$ cat config.mk
export PLATFORM = sky130hd
export DESIGN_NAME = mips_multicycle_ctrl
export DESIGN_NICKNAME = d
export VERILOG_FILES = /design/src/rtl/mips_ctrl_pkg.sv /design/src/rtl/mips_multicycle_ctrl_alu_funct_decode.sv /design/src/rtl/mips_multicycle_ctrl.sv
export SDC_FILE = /design/constraint.sdc
export NUM_CORES = 1
export LEC_CHECK = 0
export CAP_MARGIN = 10
export CORE_UTILIZATION = 45
export CTS_BUF_LIST = sky130_fd_sc_hd__clkbuf_4
export DETAILED_ROUTE_END_ITERATION = 10
export PLACE_DENSITY = 0.83
export SETUP_SLACK_MARGIN = 0.4
export SLEW_MARGIN = 20
export SYNTH_ARGS = -nofsm -noshare
export SYNTH_HDL_FRONTEND = slang
export SYNTH_SLANG_ARGS = --single-unit
$ cat constraint.sdc
create_clock -name clk -period 2.41 [get_ports clk]
set_input_delay 0.6025 -clock clk [delete_from_list [all_inputs] [get_ports clk]]
set_output_delay 0.6025 -clock clk [all_outputs]
set_load 0.005 [all_outputs]
$ cat src/rtl/mips_ctrl_pkg.sv
// Shared encodings for the multi-cycle MIPS controller and its ALU: ALU ops,
// opcode/funct values, FSM states and datapath mux selects.
package mips_ctrl_pkg;

    localparam logic [3:0] ALU_AND = 4'b0000;
    localparam logic [3:0] ALU_OR  = 4'b0001;
    localparam logic [3:0] ALU_ADD = 4'b0010;
    localparam logic [3:0] ALU_SUB = 4'b0110;
    localparam logic [3:0] ALU_SLT = 4'b0111;
    localparam logic [3:0] ALU_NOR = 4'b1100;
    localparam logic [3:0] ALU_NOP = 4'b1111;

    localparam logic [5:0] OP_RTYPE = 6'h00;
    localparam logic [5:0] OP_J     = 6'h02;
    localparam logic [5:0] OP_BEQ   = 6'h04;
    localparam logic [5:0] OP_BGTZ  = 6'h07;
    localparam logic [5:0] OP_ADDI  = 6'h08;
    localparam logic [5:0] OP_ORI   = 6'h0D;
    localparam logic [5:0] OP_LW    = 6'h23;
    localparam logic [5:0] OP_SW    = 6'h2B;

    localparam logic [5:0] FN_ADD = 6'h20;
    localparam logic [5:0] FN_SUB = 6'h22;
    localparam logic [5:0] FN_AND = 6'h24;
    localparam logic [5:0] FN_OR  = 6'h25;
    localparam logic [5:0] FN_NOR = 6'h27;
    localparam logic [5:0] FN_SLT = 6'h2A;

    localparam logic [1:0] SRCB_REG  = 2'b00;
    localparam logic [1:0] SRCB_FOUR = 2'b01;
    localparam logic [1:0] SRCB_IMM  = 2'b10;
    localparam logic [1:0] SRCB_BOFF = 2'b11;

    localparam logic [1:0] PCSRC_ALU    = 2'b00;
    localparam logic [1:0] PCSRC_ALUOUT = 2'b01;
    localparam logic [1:0] PCSRC_JUMP   = 2'b10;

    typedef enum logic [3:0] {
        S_IDLE, S_FETCH, S_DECODE, S_MEM_ADDR, S_MEM_RD, S_MEM_WB, S_MEM_WR,
        S_R_EXEC, S_R_WB, S_I_EXEC, S_I_WB, S_BRANCH, S_JUMP
    } state_t;

endpackage

$ cat src/rtl/mips_multicycle_ctrl_alu_funct_decode.sv
// R-type funct field to ALU operation, with a legal flag for unknown functs.
// Purely combinational; no backpressure.
module alu_funct_decode
    import mips_ctrl_pkg::*;
(
    input  logic [5:0] funct,
    output logic [3:0] alu_op,
    output logic       legal
);

    always_comb begin
        alu_op = ALU_NOP;
        legal  = 1'b1;
        case (funct)
            FN_ADD:  alu_op = ALU_ADD;
            FN_SUB:  alu_op = ALU_SUB;
            FN_AND:  alu_op = ALU_AND;
            FN_OR:   alu_op = ALU_OR;
            FN_NOR:  alu_op = ALU_NOR;
            FN_SLT:  alu_op = ALU_SLT;
            default: legal  = 1'b0;
        endcase
    end

endmodule

$ cat src/rtl/mips_multicycle_ctrl.sv
// Multi-cycle MIPS control FSM driving ALU op, datapath muxes and enables.
// 3-5 cycles per instruction; stalls in FETCH/MEM_RD/MEM_WR until mem_ready.
module mips_multicycle_ctrl
    import mips_ctrl_pkg::*;
(
    input  logic       clk,
    input  logic       rst_n,
    input  logic [5:0] op,
    input  logic [5:0] funct,
    input  logic       alu_zero,
    input  logic       alu_positive,
    input  logic       mem_ready,
    output logic [3:0] alu_op,
    output logic       alu_src_a,
    output logic [1:0] alu_src_b,
    output logic       imm_zext,
    output logic [1:0] pc_source,
    output logic       pc_en,
    output logic       iord,
    output logic       mem_read,
    output logic       mem_write,
    output logic       ir_write,
    output logic       reg_write,
    output logic       reg_dst,
    output logic       mem_to_reg,
    output logic       illegal_instr
);

    state_t     state, next_state;
    logic       set_illegal;
    logic [3:0] r_alu_op;
    logic       r_legal;

    alu_funct_decode u_funct_decode (
        .funct  (funct),
        .alu_op (r_alu_op),
        .legal  (r_legal)
    );

    always_ff @(posedge clk) begin
        if (!rst_n) begin
            state         <= S_IDLE;
            illegal_instr <= 1'b0;
        end else begin
            state <= next_state;
            if (set_illegal)
                illegal_instr <= 1'b1;
        end
    end

    always_comb begin
        next_state  = state;
        set_illegal = 1'b0;
        alu_op      = ALU_NOP;
        alu_src_a   = 1'b0;
        alu_src_b   = SRCB_REG;
        imm_zext    = 1'b0;
        pc_source   = PCSRC_ALU;
        pc_en       = 1'b0;
        iord        = 1'b0;
        mem_read    = 1'b0;
        mem_write   = 1'b0;
        ir_write    = 1'b0;
        reg_write   = 1'b0;
        reg_dst     = 1'b0;
        mem_to_reg  = 1'b0;

        case (state)
            S_IDLE: next_state = S_FETCH;

            S_FETCH: begin
                mem_read  = 1'b1;
                alu_src_b = SRCB_FOUR;
                alu_op    = ALU_ADD;
                pc_source = PCSRC_ALU;
                if (mem_ready) begin
                    ir_write   = 1'b1;
                    pc_en      = 1'b1;
                    next_state = S_DECODE;
                end
            end

            // ALU computes PC + (sext imm << 2) here so BRANCH can take ALU-out.
            S_DECODE: begin
                alu_src_b = SRCB_BOFF;
                alu_op    = ALU_ADD;
                case (op)
                    OP_LW, OP_SW:     next_state = S_MEM_ADDR;
                    OP_ADDI, OP_ORI:  next_state = S_I_EXEC;
                    OP_BEQ, OP_BGTZ:  next_state = S_BRANCH;
                    OP_J:             next_state = S_JUMP;
                    OP_RTYPE: begin
                        if (r_legal) begin
                            next_state = S_R_EXEC;
                        end else begin
                            set_illegal = 1'b1;
                            next_state  = S_FETCH;
                        end
                    end
                    default: begin
                        set_illegal = 1'b1;
                        next_state  = S_FETCH;
                    end
                endcase
            end

            S_MEM_ADDR: begin
                alu_src_a  = 1'b1;
                alu_src_b  = SRCB_IMM;
                alu_op     = ALU_ADD;
                next_state = (op == OP_SW) ? S_MEM_WR : S_MEM_RD;
            end

            S_MEM_RD: begin
                iord     = 1'b1;
                mem_read = 1'b1;
                if (mem_ready)
                    next_state = S_MEM_WB;
            end

            S_MEM_WB: begin
                reg_write  = 1'b1;
                mem_to_reg = 1'b1;
                next_state = S_FETCH;
            end

            S_MEM_WR: begin
                iord      = 1'b1;
                mem_write = 1'b1;
                if (mem_ready)
                    next_state = S_FETCH;
            end

            S_R_EXEC: begin
                alu_src_a  = 1'b1;
                alu_src_b  = SRCB_REG;
                alu_op     = r_alu_op;
                next_state = S_R_WB;
            end

            S_R_WB: begin
                reg_write  = 1'b1;
                reg_dst    = 1'b1;
                next_state = S_FETCH;
            end

            S_I_EXEC: begin
                alu_src_a = 1'b1;
                alu_src_b = SRCB_IMM;
                if (op == OP_ORI) begin
                    alu_op   = ALU_OR;
                    imm_zext = 1'b1;
                end else begin
                    alu_op = ALU_ADD;
                end
                next_state = S_I_WB;
            end

            S_I_WB: begin
                reg_write  = 1'b1;
                next_state = S_FETCH;
            end

            // bgtz passes A through (NOP) so alu_positive reflects rs > 0.
            S_BRANCH: begin
                alu_src_a = 1'b1;
                pc_source = PCSRC_ALUOUT;
                if (op == OP_BGTZ) begin
                    alu_op = ALU_NOP;
                    pc_en  = alu_positive;
                end else begin
                    alu_src_b = SRCB_REG;
                    alu_op    = ALU_SUB;
                    pc_en     = alu_zero;
                end
                next_state = S_FETCH;
            end

            S_JUMP: begin
                pc_source  = PCSRC_JUMP;
                pc_en      = 1'b1;
                next_state = S_FETCH;
            end

            default: next_state = S_IDLE;
        endcase
    end

endmodule

== Word level (Yosys, flattened, before mapping) ==
Index checks and enable logic that the tools add are counted.
Storage, ports and cells
  output and inout port bits: 19
  word-level logic and storage cells: 75
  input port bits: 17
  register bits after elaboration: 5
Cells by class
  reduce and logical (&&, ||, !) cells: 15
  muxes and demuxes: 30
  equal/unequal tests: 28
Operators by type and width (count)
  $eq 6x6->1 const B: 8
  $pmux 4 s8: 1
  $pmux 4 s6: 1
  $eq 4x4->1 const B: 5
  $pmux 4 s5: 1
  $eq 4x3->1 const B: 4
  $mux 4: 4
  $pmux 4 s4: 1
  $mux 1: 15
  $eq 6x3->1 const B: 2
  $eq 6x4->1 const B: 2
  $reduce_or 2->1: 6
  $reduce_or 6->1: 2
  $eq 4x2->1 const B: 2
  $reduce_or 7->1: 1
  $eq 6x2->1 const B: 1
  $logic_not 6->1: 1
  $ne 2x2->1 const B: 3
  $pmux 2 s3: 1
  $reduce_or 3->1: 2
  $eq 4x1->1 const B: 1
  $logic_not 4->1: 1
  $mux 2: 2
  $pmux 2 s2: 1
  other kinds (5): 5

== Depth between registers and ports, before layout ==
Gate-level depths: netlist of the first run.
  word-level depth: 6
  depth in mapped cells: 6
  depth with buffers taken out: 5

== Cells and area by module ==
A second synthesis of the first run with hierarchy kept.
Second synthesis, totals
  cells, all modules: 130
  area total of the unflattened synthesis: 860.8 um2
Modules (own cells, without submodules)
  mips_multicycle_ctrl: cells each 115, instances 1, area each 762.0 um2
  alu_funct_decode: cells each 15, instances 1, area each 98.8 um2

== Least setup slack after synthesis of the first run ==
Ideal clock, no wire load.
  path kind: input-to-output
  start: input port op[1]
  end: output port pc_en
  stages on the path: 5
  slack: 0.123 ns
  required time: 1.808 ns
  buffers on the path: 1
  arrival time: 1.685 ns
  path through: buf_4 -> nand2_2 -> nor4_4 -> mux2_4 -> a211o_1
Between the ends
  word-level cells in the longest chain between the ends: 3
Ends and longest elaborated chain
  from (decl): line mips_multicycle_ctrl.sv:8  | input logic [5:0] op,
  $eq 6x3->1: line mips_multicycle_ctrl.sv:168  | if (op == OP_BGTZ) begin
  $mux 1: line mips_multicycle_ctrl.sv:168
  $pmux 1 s3: line mips_multicycle_ctrl.sv:68  | case (state)
  to (decl): line mips_multicycle_ctrl.sv:18  | output logic pc_en,
No other way between the ends.

== Worst setup path after layout of the first run ==
  start: input port op[0]
  end: output port pc_en
The elaborated chain is that of the path after synthesis.

==> summary.md, run 1 <==
| Metric | Value |
|---|---|
| Status | `finished, violations left` |
| Violations in the final reports | `setup timing` |
| Final estimated routing congestion in global placement | `between 0.8 and 0.9` |
| Cell Pwr Density | `approximately 320 nW/um^2` |
| Area contributors post-synth | `dfxtp_1 11%, nor2_1 6.6%, nand2_1 6.2%, a21oi_1 5.5%, nor4b_2 5.0%` |
| Vias in the first global route | `between 1500 and 2000` |
| Type of the worst setup path | `input port to primary output` |
| Crit end category | `primary output` |
| Worst R2R Start | `state[2]` |
| Critical register-to-register path endpoint | `state[1]` |
| Final worst setup slack | `-0.02273 ns` |
| Max Freq | `~410 MHz` |
| Placement row count | `15` |
| Number of diodes added for antenna fixing | `0` |
| Compound-Gate Fraction of Synth Area | `27.45%` |
| Final worst hold slack | `~0.53 ns` |
| Synthesized netlist cell count | `~130` |
| Number of enable flip-flop cells after synthesis | `0` |
| Layout net count | `about 220` |
| Source of the worst hold timing path | `illegal_instr` |
| Post-route cell area | `approximately 1700 um^2` |
| Commonest cells post-synth | `16 x nor2_1, 15 x nand2_1, 10 x a21oi_1` |
| Number of cell instances on the worst register-to-register path | `8` |
| Leakage Power | `0.7564 nW` |
| Max Root-Sink Buffers | `2` |
| Via count of the routed design | `about 1700` |
| Crit path time final | `approximately 2.4 ns` |
| Pre-antenna DRT Iters | `7` |
| Average cell area after synthesis | `7.032 um^2` |
| Top-count cell post-synth | `nor2_1` |
| Maximum number of pins on one net before global-route repair | `14` |
| Number of clock sinks seen by CTS | `5` |
| Post-synth cell types | `46` |
| Cell Count, Final, Fillers Out | `229` |
| Initial standard-cell utilization of the core | `around half` |
| Area share of the largest cell type after synthesis | `about 11%` |
| Leading register cell type out of synthesis | `dfxtp_1` |
| DR iter-0 viols | `178` |
| Max-cap violation count | `0` |
| Number of max-slew violations in the final report | `0` |
| Insertion delay of the later-clocked pin in the worst-skew pair | `about 0.24 ns` |
| Proportion of synthesized flip-flops having asynchronous set or reset | `0%` |
| Layout cells sized above 1 | `about 57%` |
| Clock-pin slew reported for the worst setup and hold paths after clock tree synthesis | `about 0.04 ns` |
| Clock tree from TritonCTS | `done` |
| Ports | `36` |
| Type of element launching the critical path | `input port` |
| Global route total overflow | `0` |
| Number of synthesized register bits | `5` |
| Clock tree skew after final layout | `around 0.0092 ns` |
| Combinational family with the most area after synthesis | `simple AND/OR/NAND/NOR gates` |
| Total core area | `~1800 um^2` |
| Area of the mapped netlist | `between 900 and 1000 um^2` |
| Multiplexer fraction of the synthesized cell area | `about 2.8%` |
| Instance count after placement with tap cells included | `roughly 200` |
| Placed cell area | `about 1400 um^2` |
| Worst reg2reg setup slack | `between 0.6 and 0.7 ns` |
| CTS Buf Count | `3` |
| Post-synthesis share of cell area spent on xor and xnor gates | `3.862%` |
| Clock root cell | `clkbuf_4` |
| RSZ-0062 raised after global routing | `yes` |
| Sequential area share after synthesis | `approximately 11%` |
| Layout overhead on the synthesized area | `87.03%` |
| Die Y-Extent | `between 40 and 50 um` |
| Classification of the worst-slack hold path | `flip-flop to flip-flop` |
| Max H-tree Level | `1` |
| Crit path DAT | `1.83 ns` |
| Residual DRC count | `0` |
| Hold Crit Depth | `1` |
| Mean routed wirelength per cell | `25.35 um` |
| Worst-margin pin slew | `~0.57 ns` |
| Post-synthesis adder-cell area fraction | `0%` |
| Post-route fraction of the period consumed by the critical path | `100.9%` |
| Maximum vdd drop | `~0.00046 V` |
| Vias per cell | `between 7 and 8` |
| Hold buffer count at cts | `0` |
| Headroom to the max-slew limit | `between 60% and 70%` |
| Horizontal die dimension | `between 40 and 50 um` |
| Largest area contributor in the netlist | `dfxtp_1` |
| Required time of the worst setup path | `about 1.8 ns` |
| Synth Area in Simple Gates | `about 46%` |
| Detailed placer's ending HPWL | `between 2000 and 2500 um` |
| Port Buffers | `35` |
| Wire length of the first global-routing pass | `approximately 7600 um` |
| Antenna-violating nets left | `0` |
| Initial antenna violation count | `0` |
| Final setup violation count | `2` |
| Yosys warning count | `0` |
| Post-synth net total | `about 150` |
| Crit Path Max Fanout | `2` |
| Hold worst-path end | `illegal_instr` |
| Final hold violations | `0` |
| Overall die area | `2199 um^2` |
| All-layer global routing usage | `between 40% and 50%` |
| Drt total wl | `between 5000 and 6000 um` |
[per-layer routing]
layer	GRT usage [%]	vias up	wire, um
met1	53.35	698	1800
met4	38.29	0	778
met3	20.00	110	744
met5	0	-	0
met2	78.33	223	2483
li1	-	628	-
[flip-flops by register name, indices dropped and copies added (netlist names)]
signal / cells
illegal_instr: 1
state: 4
[critical path, cell delays in order]
cell     delay [ns]
buf_8          0.08
nand2_4        0.05
nor4_4         0.36
mux2_4         0.34
a211o_1        0.26
buf_2          0.14
[through the flow]
stage	utilization, %	setup slack [ns]	total power [mW]	TNS [ns]
floorplan	-	0.1725	0.2264	0
global placement	79.38	-0.7170	0.3408	-3.246
detailed placement	79.38	-0.7497	0.3483	-3.558
CTS	88.68	-0.07506	0.4783	-0.07506
global route	94.17	-0.06452	0.5657	-0.1297
finish	94.17	-0.02273	0.5453	-0.02579
[power breakdown]
part / leakage (nW) / internal (mW) / switching [mW]
clock network: 0.0184 / 0.0740 / 0.0369
logic: 0.695 / 0.163 / 0.175
registers: 0.0434 / 0.0885 / 0.00733
total: 0.756 / 0.326 / 0.219
[repair_timing]
| action | CTS | global route |
|---|---|---|
| setup buffers | 12 | 7 |
| gates resized for setup | 122 | 32 |
| pin swaps | 15 | 9 |
| endpoints found under the setup margin | 22 | 13 |
[cells in the final DEF, fill, tap and decap left out, types with 4 or more instances in the layout]
master           netlist  routed
nor2b_4                2       4
clkdlybuf4s50_1        0       4
clkbuf_2               0       7
buf_6                  1       9
nand3_1                4       4
nand2b_4               1       5
clkbuf_4               0       4
buf_4                  5      41
nand2_1               15      11
nand2_2                1       4
o21ai_1                4       4
a21oi_1               10       7
nor2_1                16      13
buf_2                  5      12
[kinds of logic (layout without fill, tap and decap cells)]
kind of cell / count (synthesis) / count (layout)
buf+inv: 14 / 89
simple gates: 69 / 69
mux: 2 / 2
xor+xnor: 4 / 4
flops: 5 / 5
compound gates: 35 / 35
[cell type report]
cell class | count | area, um^2
Tap cell | 25 | 31.28
Inverter | 3 | 11.26
Fill cell | 61 | 105.1
Multi-Input combinational cell | 110 | 869.6
Sequential cell | 5 | 112.6
Clock buffer | 4 | 30.03
Timing Repair Buffer | 82 | 641.9
[worst max-delay path by stage]
stage | from | to | slack (ns) | cells past startpoint
3_3_place_gp | op[0] | pc_en | -0.72 | 6
6_report | op[0] | pc_en | -0.02 | 6
2_1_floorplan | op[0] | pc_en | 0.17 | 5
4_1_cts | op[3] | pc_en | -0.08 | 6
5_1_grt | op[0] | pc_en | -0.06 | 6
3_5_place_dp | op[1] | pc_en | -0.75 | 6
(Power assumes the default switching activity.)
==> run 2: changes to the inputs <==
--- a/config.mk
+++ b/config.mk
@@ -6,12 +6,13 @@
 export NUM_CORES = 1
 export LEC_CHECK = 0
 export CAP_MARGIN = 10
-export CORE_UTILIZATION = 45
+export CORE_UTILIZATION = 44
 export CTS_BUF_LIST = sky130_fd_sc_hd__clkbuf_4
 export DETAILED_ROUTE_END_ITERATION = 10
-export PLACE_DENSITY = 0.83
+export PLACE_DENSITY = 0.82
 export SETUP_SLACK_MARGIN = 0.4
 export SLEW_MARGIN = 20
 export SYNTH_ARGS = -nofsm -noshare
 export SYNTH_HDL_FRONTEND = slang
+export SYNTH_HIERARCHICAL = 1
 export SYNTH_SLANG_ARGS = --single-unit
==> run 2 against run 1 <==
Effect of this change: the flow now stops in global routing; synthesized cell count rose by 0.78%; area after synthesis decreased by 5.1%.
==> summary.md, run 2 <==
| Metric | Value |
|---|---|
| Detailed placer's ending HPWL | `2495 um (+4.8%)` |
| Area of the mapped netlist | `860.8 um^2 (-5.1%)` |
| Synthesized netlist cell count | `130 (+0.78%)` |
| Last reported worst endpoint of the global-route repair pass | `alu_op[0]` |
| Ports | `36 (unchanged)` |
| Port Buffers | `35 (unchanged)` |
| Horizontal die dimension | `46.23 um (-1.4%)` |
| Area contributors post-synth | `dfxtp_1 12%, nor2_1 7.4%, a21oi_1 6.4%, nand2b_1 5.1%, nor3_1 4.7%` |
| Last flow stage reached | `global routing` |
| Die Y-Extent | `46.23 um (-1.4%)` |
| Combinational family with the most area after synthesis | `simple AND/OR/NAND/NOR gates` |
| Max H-tree Level | `1 (unchanged)` |
| Commonest cells post-synth | `17 x nor2_1, 11 x a21oi_1, 8 x nor3_1` |
| Area share of the largest cell type after synthesis | `11.63% (+0.59 points)` |
| Sequential area share after synthesis | `11.63% (+0.59 points)` |
| Post-synth net total | `147 (+0.68%)` |
| Clock root cell | `clkbuf_4` |
| Post-synthesis adder-cell area fraction | `0% (unchanged)` |
| Compound-Gate Fraction of Synth Area | `28.92% (+1.5 points)` |
| Leading register cell type out of synthesis | `dfxtp_1` |
| Yosys warning count | `6 (+6)` |
| Worst endpoint type | `primary output` |
| Max Root-Sink Buffers | `2 (unchanged)` |
| Placed cell area | `1428 um^2 (-0.17%)` |
| Top-count cell post-synth | `nor2_1` |
| Initial standard-cell utilization of the core | `48.28% (-2.1 points)` |
| Synth Area in Simple Gates | `42.44% (-3.1 points)` |
| Post-synthesis share of cell area spent on xor and xnor gates | `4.070% (+0.21 points)` |
| First logged error message | `[ERROR DPL-0038] Utilization greater than 100%, impossible to legalize` |
| CTS Buf Count | `3 (unchanged)` |
| Maximum number of pins on one net before global-route repair | `21` |
| Status | `stopped before the end` |
| Final estimated routing congestion in global placement | `0.8576 (+2.2%)` |
| Proportion of synthesized flip-flops having asynchronous set or reset | `0% (unchanged)` |
| Largest area contributor in the netlist | `dfxtp_1` |
| Average cell area after synthesis | `6.622 um^2 (-5.8%)` |
| Number of clock sinks seen by CTS | `5 (unchanged)` |
| Post-synth cell types | `45 (-2.2%)` |
| Multiplexer fraction of the synthesized cell area | `3.488% (+0.73 points)` |
| Number of enable flip-flop cells after synthesis | `0 (unchanged)` |
| Number of synthesized register bits | `5 (unchanged)` |
| Placement row count | `15 (unchanged)` |
[run 2: cell count changes after synthesis, sizes merged, moves of 3 or more]
cell and delta:
nor3 +3, clkbuf +3, nand2 -10, nor2b -4
[run 2: per-stage QoR]
stage          worst slack, ns  std cells
4_1_cts                -0.1559        224
3_5_place_dp           -0.7638        209
3_3_place_gp           -0.6941        209
2_1_floorplan           0.1709        130
[run 2: repair_timing]
action	in CTS
setup endpoints to repair	21
pin swaps	16
hold buffers	0
gates resized for setup	133
cloned	1
setup buffers	10
[run 2: cells by family after synthesis]
logic type                Yosys count
DFF                                 5
muxes                               3
buffers and inverters              16
xor gates and xnor gates            4
AOI/OAI and AO/OA                  38
and+or+nand+nor                    64
==> run 3: changes to the inputs <==
--- a/config.mk
+++ b/config.mk
@@ -6,11 +6,10 @@
 export NUM_CORES = 1
 export LEC_CHECK = 0
 export CAP_MARGIN = 10
-export CORE_UTILIZATION = 44
-export CTS_BUF_LIST = sky130_fd_sc_hd__clkbuf_4
+export CORE_AREA = 2 2 63 65
 export DETAILED_ROUTE_END_ITERATION = 10
-export PLACE_DENSITY = 0.82
-export SETUP_SLACK_MARGIN = 0.4
+export DIE_AREA = 0 0 65 67
+export PLACE_DENSITY_LB_ADDON = 0.15
 export SLEW_MARGIN = 20
 export SYNTH_ARGS = -nofsm -noshare
 export SYNTH_HDL_FRONTEND = slang
==> run 3 against run 2 <==
Effect of this change: the flow now finishes, with violations (setup timing); area after synthesis stayed put; synthesized cell count stayed put.
==> summary.md, run 3 <==
| Metric | Value |
|---|---|
| Number of enable flip-flop cells after synthesis | `0 (unchanged)` |
| Placed cell area | `1445 um^2 (+1.2%)` |
| Layout cells sized above 1 | `33.16%` |
| Total core area | `between 3000 and 4000 um^2` |
| Final hold violations | `0` |
| Chain of cells forming the critical path | `buf_6 > or4b_4 > nor4_4 > buf_4 > a211oi_2 > nor3_2 > buf_2` |
| Final setup violation count | `1` |
| Clock tree from TritonCTS | `done` |
| Average cell area after synthesis | `6.622 um^2 (unchanged)` |
| Proportion of synthesized flip-flops having asynchronous set or reset | `0% (unchanged)` |
| Maximum number of pins on one net before global-route repair | `24` |
| Overall power | `about 0.49 mW` |
| Antenna-violating nets left | `0` |
| Family with the most delay on the worst path | `simple AND/OR/NAND/NOR gates` |
| Top-count cell post-synth | `nor2_1` |
| Type of element launching the critical path | `input port` |
| Worst reg2reg setup slack | `just under 0.9 ns` |
| Vias per cell | `~5.0` |
| Max reg flops | `4` |
| Setup TNS | `-0.08080 ns` |
| Number of synthesized register bits | `5 (unchanged)` |
| Crit end category | `primary output` |
| Number of cell instances on the worst register-to-register path | `6` |
| Area contributors post-synth | `dfxtp_1 12%, nor2_1 7.4%, a21oi_1 6.4%, nand2b_1 5.1%, nor3_1 4.7%` |
| Clock root cell | `clkbuf_8` |
| Global route total overflow | `0` |
| Post-synth cell types | `45 (unchanged)` |
| Most frequent cells in the layout | `35 x buf_4, 17 x nor2_1, 16 x clkdlybuf4s50_1` |
| Placement row count | `22 (+7)` |
| Pre-antenna DRT Iters | `5` |
| Via count of the routed design | `between 1000 and 1500` |
| Port Buffers | `35 (unchanged)` |
| CTS Buf Count | `3 (unchanged)` |
| Final estimated routing congestion in global placement | `0.8512 (-0.75%)` |
| Initial standard-cell utilization of the core | `23.87% (-24 points)` |
| Worst setup path startpoint | `op[5]` |
| Clock tree skew after final layout | `roughly 0.000063 ns` |
| Register with the most flip-flops | `state` |
| Crit Path Max Fanout | `2` |
| Worst setup slack before clock tree synthesis | `-0.8467 ns (-0.08288 ns)` |
| Clock-pin slew reported for the worst setup and hold paths after clock tree synthesis | `0.03 ns` |
| All-layer global routing usage | `between 10% and 20%` |
| Total number of cells along the worst setup path | `7` |
| Overall die area | `~4400 um^2` |
| Headroom to the max-slew limit | `approximately three quarters` |
| Max Freq | `~400 MHz` |
| Number of clock sinks seen by CTS | `5 (unchanged)` |
| Sequential area share after synthesis | `11.63% (unchanged)` |
| Crit path DAT | `roughly 1.9 ns` |
| Violations in the final reports | `setup timing` |
| Insertion delay of the later-clocked pin in the worst-skew pair | `between 0.2 and 0.25 ns` |
| Critical register-to-register path endpoint | `state[1]` |
| Die Y-Extent | `67 um (+45%)` |
| Worst-margin pin slew | `0.3731 ns` |
| Classification of the worst-slack hold path | `flip-flop to flip-flop` |
| Critical path's slowest cell | `or4b_4` |
| Maximum vdd drop | `between 0.0002 and 0.0003 V` |
| Leading register cell type out of synthesis | `dfxtp_1` |
| Max-cap violation count | `0` |
| Max Root-Sink Buffers | `2 (unchanged)` |
| Yosys warning count | `6 (unchanged)` |
| Delay of the slowest critical-path stage | `0.55 ns` |
| Cell Pwr Density | `between 300 and 400 nW/um^2` |
| Instance count after placement with tap cells included | `233 (+11%)` |
| Post-route fraction of the period consumed by the critical path | `103.4%` |
| Ports | `36 (unchanged)` |
| Number of buffers and inverters on the critical path | `3` |
| Commonest cells post-synth | `17 x nor2_1, 11 x a21oi_1, 8 x nor3_1` |
| Initial antenna violation count | `0` |
| Horizontal die dimension | `65 um (+41%)` |
| Most frequent standard cell in the layout excluding fill and tap cells | `buf_4` |
| Layout net count | `approximately 210` |
| Hold buffer count at cts | `0 (unchanged)` |
| Leakage Power | `0.6907 nW` |
| Layout overhead on the synthesized area | `82.70%` |
| Cell Count, Final, Fillers Out | `approximately 240` |
| Worst R2R Start | `state[3]` |
| Synthesized netlist cell count | `130 (unchanged)` |
| Largest area contributor in the netlist | `dfxtp_1` |
| Area of the mapped netlist | `860.8 um^2 (unchanged)` |
| Number of fill cells | `394` |
| Area share of the largest cell type after synthesis | `11.63% (unchanged)` |
| RSZ-0062 raised after global routing | `yes` |
| Detailed placer's ending HPWL | `2351 um (-5.8%)` |
| Max H-tree Level | `1 (unchanged)` |
| Registers with the highest flip-flop counts | `state x4, illegal_instr x1` |
| Post-route cell area | `around 1600 um^2` |
| Wire length of the first global-routing pass | `roughly 5300 um` |
| Number of max-slew violations in the final report | `0` |
| Last element of the critical path | `alu_op[0]` |
| Final worst setup slack | `-0.08080 ns` |
| Vias in the first global route | `between 1000 and 1500` |
| Crit path time final | `approximately 2.5 ns` |
| Mean routed wirelength per cell | `between 10 and 15 um` |
| Drt total wl | `~3200 um` |
| Number of diodes added for antenna fixing | `0` |
| Type of the worst setup path | `input port to primary output` |
| Status | `finished, violations left` |
| Required time of the worst setup path | `approximately 1.8 ns` |
| Residual DRC count | `0` |
| Post-synth net total | `147 (unchanged)` |
| DR iter-0 viols | `32` |
==> run 3: cell counts after synthesis <==
Identical to the previous run, type by type.
==> run 3: how the worst min path moves through the flow <==
stage	startpoint	end	slack [ns]	depth (start not counted)
floorplan	illegal_instr	illegal_instr	0.54	2
global placement	illegal_instr	illegal_instr	0.56	2
detailed placement	illegal_instr	illegal_instr	0.56	2
CTS	illegal_instr	illegal_instr	0.57	2
global route	illegal_instr	illegal_instr	0.63	2
finish	illegal_instr	illegal_instr	0.57	2
==> run 3: cells by family (layout without fill, tap and decap cells) <==
kind of cell	Yosys count	count (layout)	synth area share, %
DFF	5	5	11.63
AOI/OAI and AO/OA	38	38	28.92
muxes	3	3	3.489
buffers and inverters	16	79	9.446
xor gates and xnor gates	4	4	4.071
and+or+nand+nor	64	64	42.44
==> run 3: final cells by class <==
type | count | area (um^2) | share of cell area [%]
multi-input combinational | 109 | 759.5 | 48.29
tap | 48 | 60.06 | 3.819
inverter | 4 | 15.01 | 0.9547
timing repair buffer | 71 | 593.1 | 37.71
clock buffer | 4 | 45.04 | 2.864
sequential | 5 | 100.1 | 6.364
==> run 3: layer usage <==
| metal | vias up | track usage (%) | share of wire (%) |
|---|---|---|---|
| met3 | 2 | 3.041 | 7.2 |
| met1 | 550 | 18.21 | 44 |
| met4 | 0 | 2.660 | 0.28 |
| met2 | 47 | 28.35 | 48 |
| li1 | 608 | - | - |
| met5 | - | 0 | 0 |
==> run 3: power by group <==
group / switching [mW] / internal (mW) / total, mW
Sequential: 0.00368 / 0.0886 / 0.0923
Clock: 0.0392 / 0.113 / 0.153
Combinational: 0.120 / 0.130 / 0.250
Total: 0.163 / 0.332 / 0.495
==> run 3: metrics by stage <==
stage               utilization (%)  hold slack (ns)
finish                        43.62           0.5741
CTS                           42.26           0.5737
global route                  43.62           0.6303
global placement              40.08           0.5572
detailed placement            40.08           0.5553
floorplan                         -           0.5387
==> run 3: timing repair <==
action / in CTS / in global routing
gates resized for setup: 56 / 15
pin swaps: 9 / 5
setup buffers: 4 / 0
setup endpoints to repair: 7 / 8
==> run 3: worst reg2reg max path: stages (launching register included) <==
cell,delay [ns]
dfxtp_1,0.30
buf_4,0.20
nand2b_1,0.21
nor3_1,0.26
buf_4,0.20
nand4_1,0.09
a31oi_1,0.19
==> run 4: changes to the inputs <==
==> constraint.sdc (replaced) <==
create_clock -name clk -period 2.41 [get_ports clk]
set_input_delay 0.6025 -clock clk [delete_from_list [all_inputs] [get_ports clk]]
set_output_delay 0.6025 -clock clk [all_outputs]
set_load 0.02 [all_outputs]
==> run 4 against run 3 <==
Effect of this change: the flow now finishes without violations; final area up 1.1%; clock power hardly changed; die area stayed put; sequential share of layout area down 0.070 points; final cell count up 0.41%; first-iteration DRC count increased by 6.3%; count of clock-buffer cells in the layout is the same; utilization up 0.49 points; fmax up 5.1%; critical path depth is 1 lower; non-clock buffer count is 1 higher.
==> summary.md, run 4 (synthesis gave the netlist of run 3 again) <==
| Metric | Value |
|---|---|
| Status | `complete, no violations` |
| Crit path time final | `2.370 ns (-0.1204 ns)` |
| Number of max-slew violations in the final report | `0 (unchanged)` |
| Max reg flops | `4 (unchanged)` |
| Clock root cell | `clkbuf_8` |
| Drt total wl | `3100 um (-2.1%)` |
| Crit end category | `primary output` |
| Number of diodes added for antenna fixing | `0 (unchanged)` |
| Cell Count, Final, Fillers Out | `242 (+0.41%)` |
| Worst-margin pin slew | `0.3225 ns (-0.05063 ns)` |
| Global route total overflow | `0 (unchanged)` |
| Pre-antenna DRT Iters | `4 (-1)` |
| Type of element launching the critical path | `input port` |
| Hold buffer count at cts | `0 (unchanged)` |
| Clock-pin slew reported for the worst setup and hold paths after clock tree synthesis | `0.03 ns (about the same)` |
| DR iter-0 viols | `34 (+6.3%)` |
| Crit Path Max Fanout | `2 (unchanged)` |
| Final estimated routing congestion in global placement | `0.8024 (-5.7%)` |
| Clock tree from TritonCTS | `done` |
| Via count of the routed design | `1177 (-2.5%)` |
| Delay of the slowest critical-path stage | `0.34 ns (-0.21 ns)` |
| Placement row count | `22 (unchanged)` |
| All-layer global routing usage | `14.86% (-0.41 points)` |
| Clock tree skew after final layout | `0.0004853 ns (+0.0004221 ns)` |
| Number of fill cells | `392 (-0.51%)` |
| Initial standard-cell utilization of the core | `23.87% (unchanged)` |
| Residual DRC count | `0 (unchanged)` |
| Crit path DAT | `1.77 ns (-0.12 ns)` |
| Layout overhead on the synthesized area | `84.74%` |
| Number of buffers and inverters on the critical path | `2 (-1)` |
| Fraction of the core area covered by cells at the end of the flow | `44.10% (+0.49 points)` |
| Maximum number of pins on one net before global-route repair | `24 (unchanged)` |
| Max Root-Sink Buffers | `2 (unchanged)` |
| Classification of the worst-slack hold path | `flip-flop to flip-flop` |
| Headroom to the max-slew limit | `78.34% (+3.9 points)` |
| Vias per cell | `4.864 (-2.9%)` |
| Family with the most delay on the worst path | `compound AO/OA/AOI/OAI gates` |
| Insertion delay of the later-clocked pin in the worst-skew pair | `0.22 ns (about the same)` |
| Leakage Power | `0.6835 nW (-1.0%)` |
| Post-route cell area | `1590 um^2 (+1.1%)` |
| Max H-tree Level | `1 (unchanged)` |
| Vias in the first global route | `1157 (+0.78%)` |
| Ports | `36 (unchanged)` |
| Placed cell area | `1448 um^2 (+0.17%)` |
| Max-cap violation count | `0 (unchanged)` |
| Port Buffers | `35 (unchanged)` |
| Chain of cells forming the critical path | `dlygate4sd2_1 > nor3b_2 > o21ai_1 > a2111oi_2 > nor3_2 > buf_4` |
| Initial antenna violation count | `0 (unchanged)` |
| Registers with the highest flip-flop counts | `state x4, illegal_instr x1` |
| Antenna-violating nets left | `0 (unchanged)` |
| Mean routed wirelength per cell | `12.81 um (-2.5%)` |
| Required time of the worst setup path | `1.81 ns (about the same)` |
| Final hold violations | `0 (unchanged)` |
| Wire length of the first global-routing pass | `5181 um (-2.7%)` |
| Layout cells sized above 1 | `34.54% (+1.4 points)` |
| Overall die area | `4355 um^2 (unchanged)` |
| Post-route fraction of the period consumed by the critical path | `98.36% (-5.0 points)` |
| Die Y-Extent | `67 um (unchanged)` |
| Register with the most flip-flops | `state` |
| Maximum vdd drop | `0.0003888 V (+51%)` |
| Instance count after placement with tap cells included | `231 (-0.86%)` |
| Most frequent cells in the layout | `37 x buf_4, 17 x nor2_1, 14 x clkdlybuf4s50_1` |
| CTS Buf Count | `3 (unchanged)` |
| Cell Pwr Density | `332.5 nW/um^2 (+5.7%)` |
| Detailed placer's ending HPWL | `2373 um (+0.91%)` |
| Horizontal die dimension | `65 um (unchanged)` |
| RSZ-0062 raised after global routing | `yes` |
| Max Freq | `421.9 MHz (+5.1%)` |
| Type of the worst setup path | `input port to primary output` |
| Total core area | `3606 um^2 (unchanged)` |
| Number of clock sinks seen by CTS | `5 (unchanged)` |
| Layout net count | `212 (+0.47%)` |
| Final setup violation count | `0 (-1)` |
| Most frequent standard cell in the layout excluding fill and tap cells | `buf_4` |
| Critical path's slowest cell | `a2111oi_2` |
==> run 4: cell types whose count changed in the layout (fill, tap and decap cells not counted), moves of 2 or more <==
cell and change:
nand3_2 +2, nand3_1 -2, buf_6 +3, buf_4 +2, dlymetal6s2s_1 -3, dlygate4sd2_1 +4
clkdlybuf4s15_1 +2, buf_2 -4, o21ai_1 +2, clkdlybuf4s50_1 -2
==> run 4: area by class of cell <==
cell class | instances | area (um^2) | share of cell area [%]
flip-flops and latches | 5 | 100.1 | 6.294
clock buffers | 4 | 45.04 | 2.832
inverters | 4 | 15.01 | 0.9441
repair buffers | 72 | 608.1 | 38.24
well taps | 48 | 60.06 | 3.777
multi-input cells | 109 | 762.0 | 47.91
==> run 4: power by group <==
group	internal (mW)	switching (mW)	total [mW]
Combinational	0.139	0.146	0.285
Sequential	0.0886	0.00403	0.0926
Clock	0.113	0.0382	0.151
Total	0.341	0.188	0.529
==> run 4: worst register-to-register path, stage by stage (launching register included) <==
cell and delay [ns]:
dfxtp_1 0.30, buf_4 0.19, nand2b_1 0.21, nor3_1 0.28, buf_4 0.20, o211a_1 0.15
o21a_1 0.11
==> run 4: final timing paths <==
kind	from	endpoint	slack [ns]	cells after the start
worst max-delay path	funct[3]	alu_op[0]	0.04	6
worst min-delay path	illegal_instr	illegal_instr	0.56	2
worst max register to register	state[3]	state[2]	0.90	6
worst min register to register	illegal_instr	illegal_instr	0.56	2
==> run 4: what timing repair did <==
item                       4_1_cts  5_1_grt
pin swaps                        9        3
setup endpoints to repair        8        6
setup buffers                    7        0
gates resized for setup         74        8
==> run 4: stage by stage <==
stage / hold slack [ns] / worst slack, ns / setup TNS (ns) / power (mW)
6_report: 0.5600 / 0.03962 / 0 / 0.5288
5_1_grt: 0.6164 / -0.07685 / -0.07685 / 0.5656
4_1_cts: 0.5689 / -0.04939 / -0.04939 / 0.5304
3_5_place_dp: 0.5657 / -0.8583 / -4.576 / 0.3636
3_3_place_gp: 0.5776 / -0.8347 / -4.401 / 0.3623
2_1_floorplan: 0.6144 / -0.01667 / -0.01667 / 0.2314
==> run 4: routing by layer <==
| layer | part of all wire (%) | vias to the layer above | track usage, % |
|---|---|---|---|
| li1 | - | 607 | - |
| met1 | 45 | 550 | 18.56 |
| met2 | 51 | 20 | 26.80 |
| met3 | 3.5 | 0 | 3.209 |
| met4 | 0 | 0 | 1.596 |
| met5 | 0 | - | 0 |
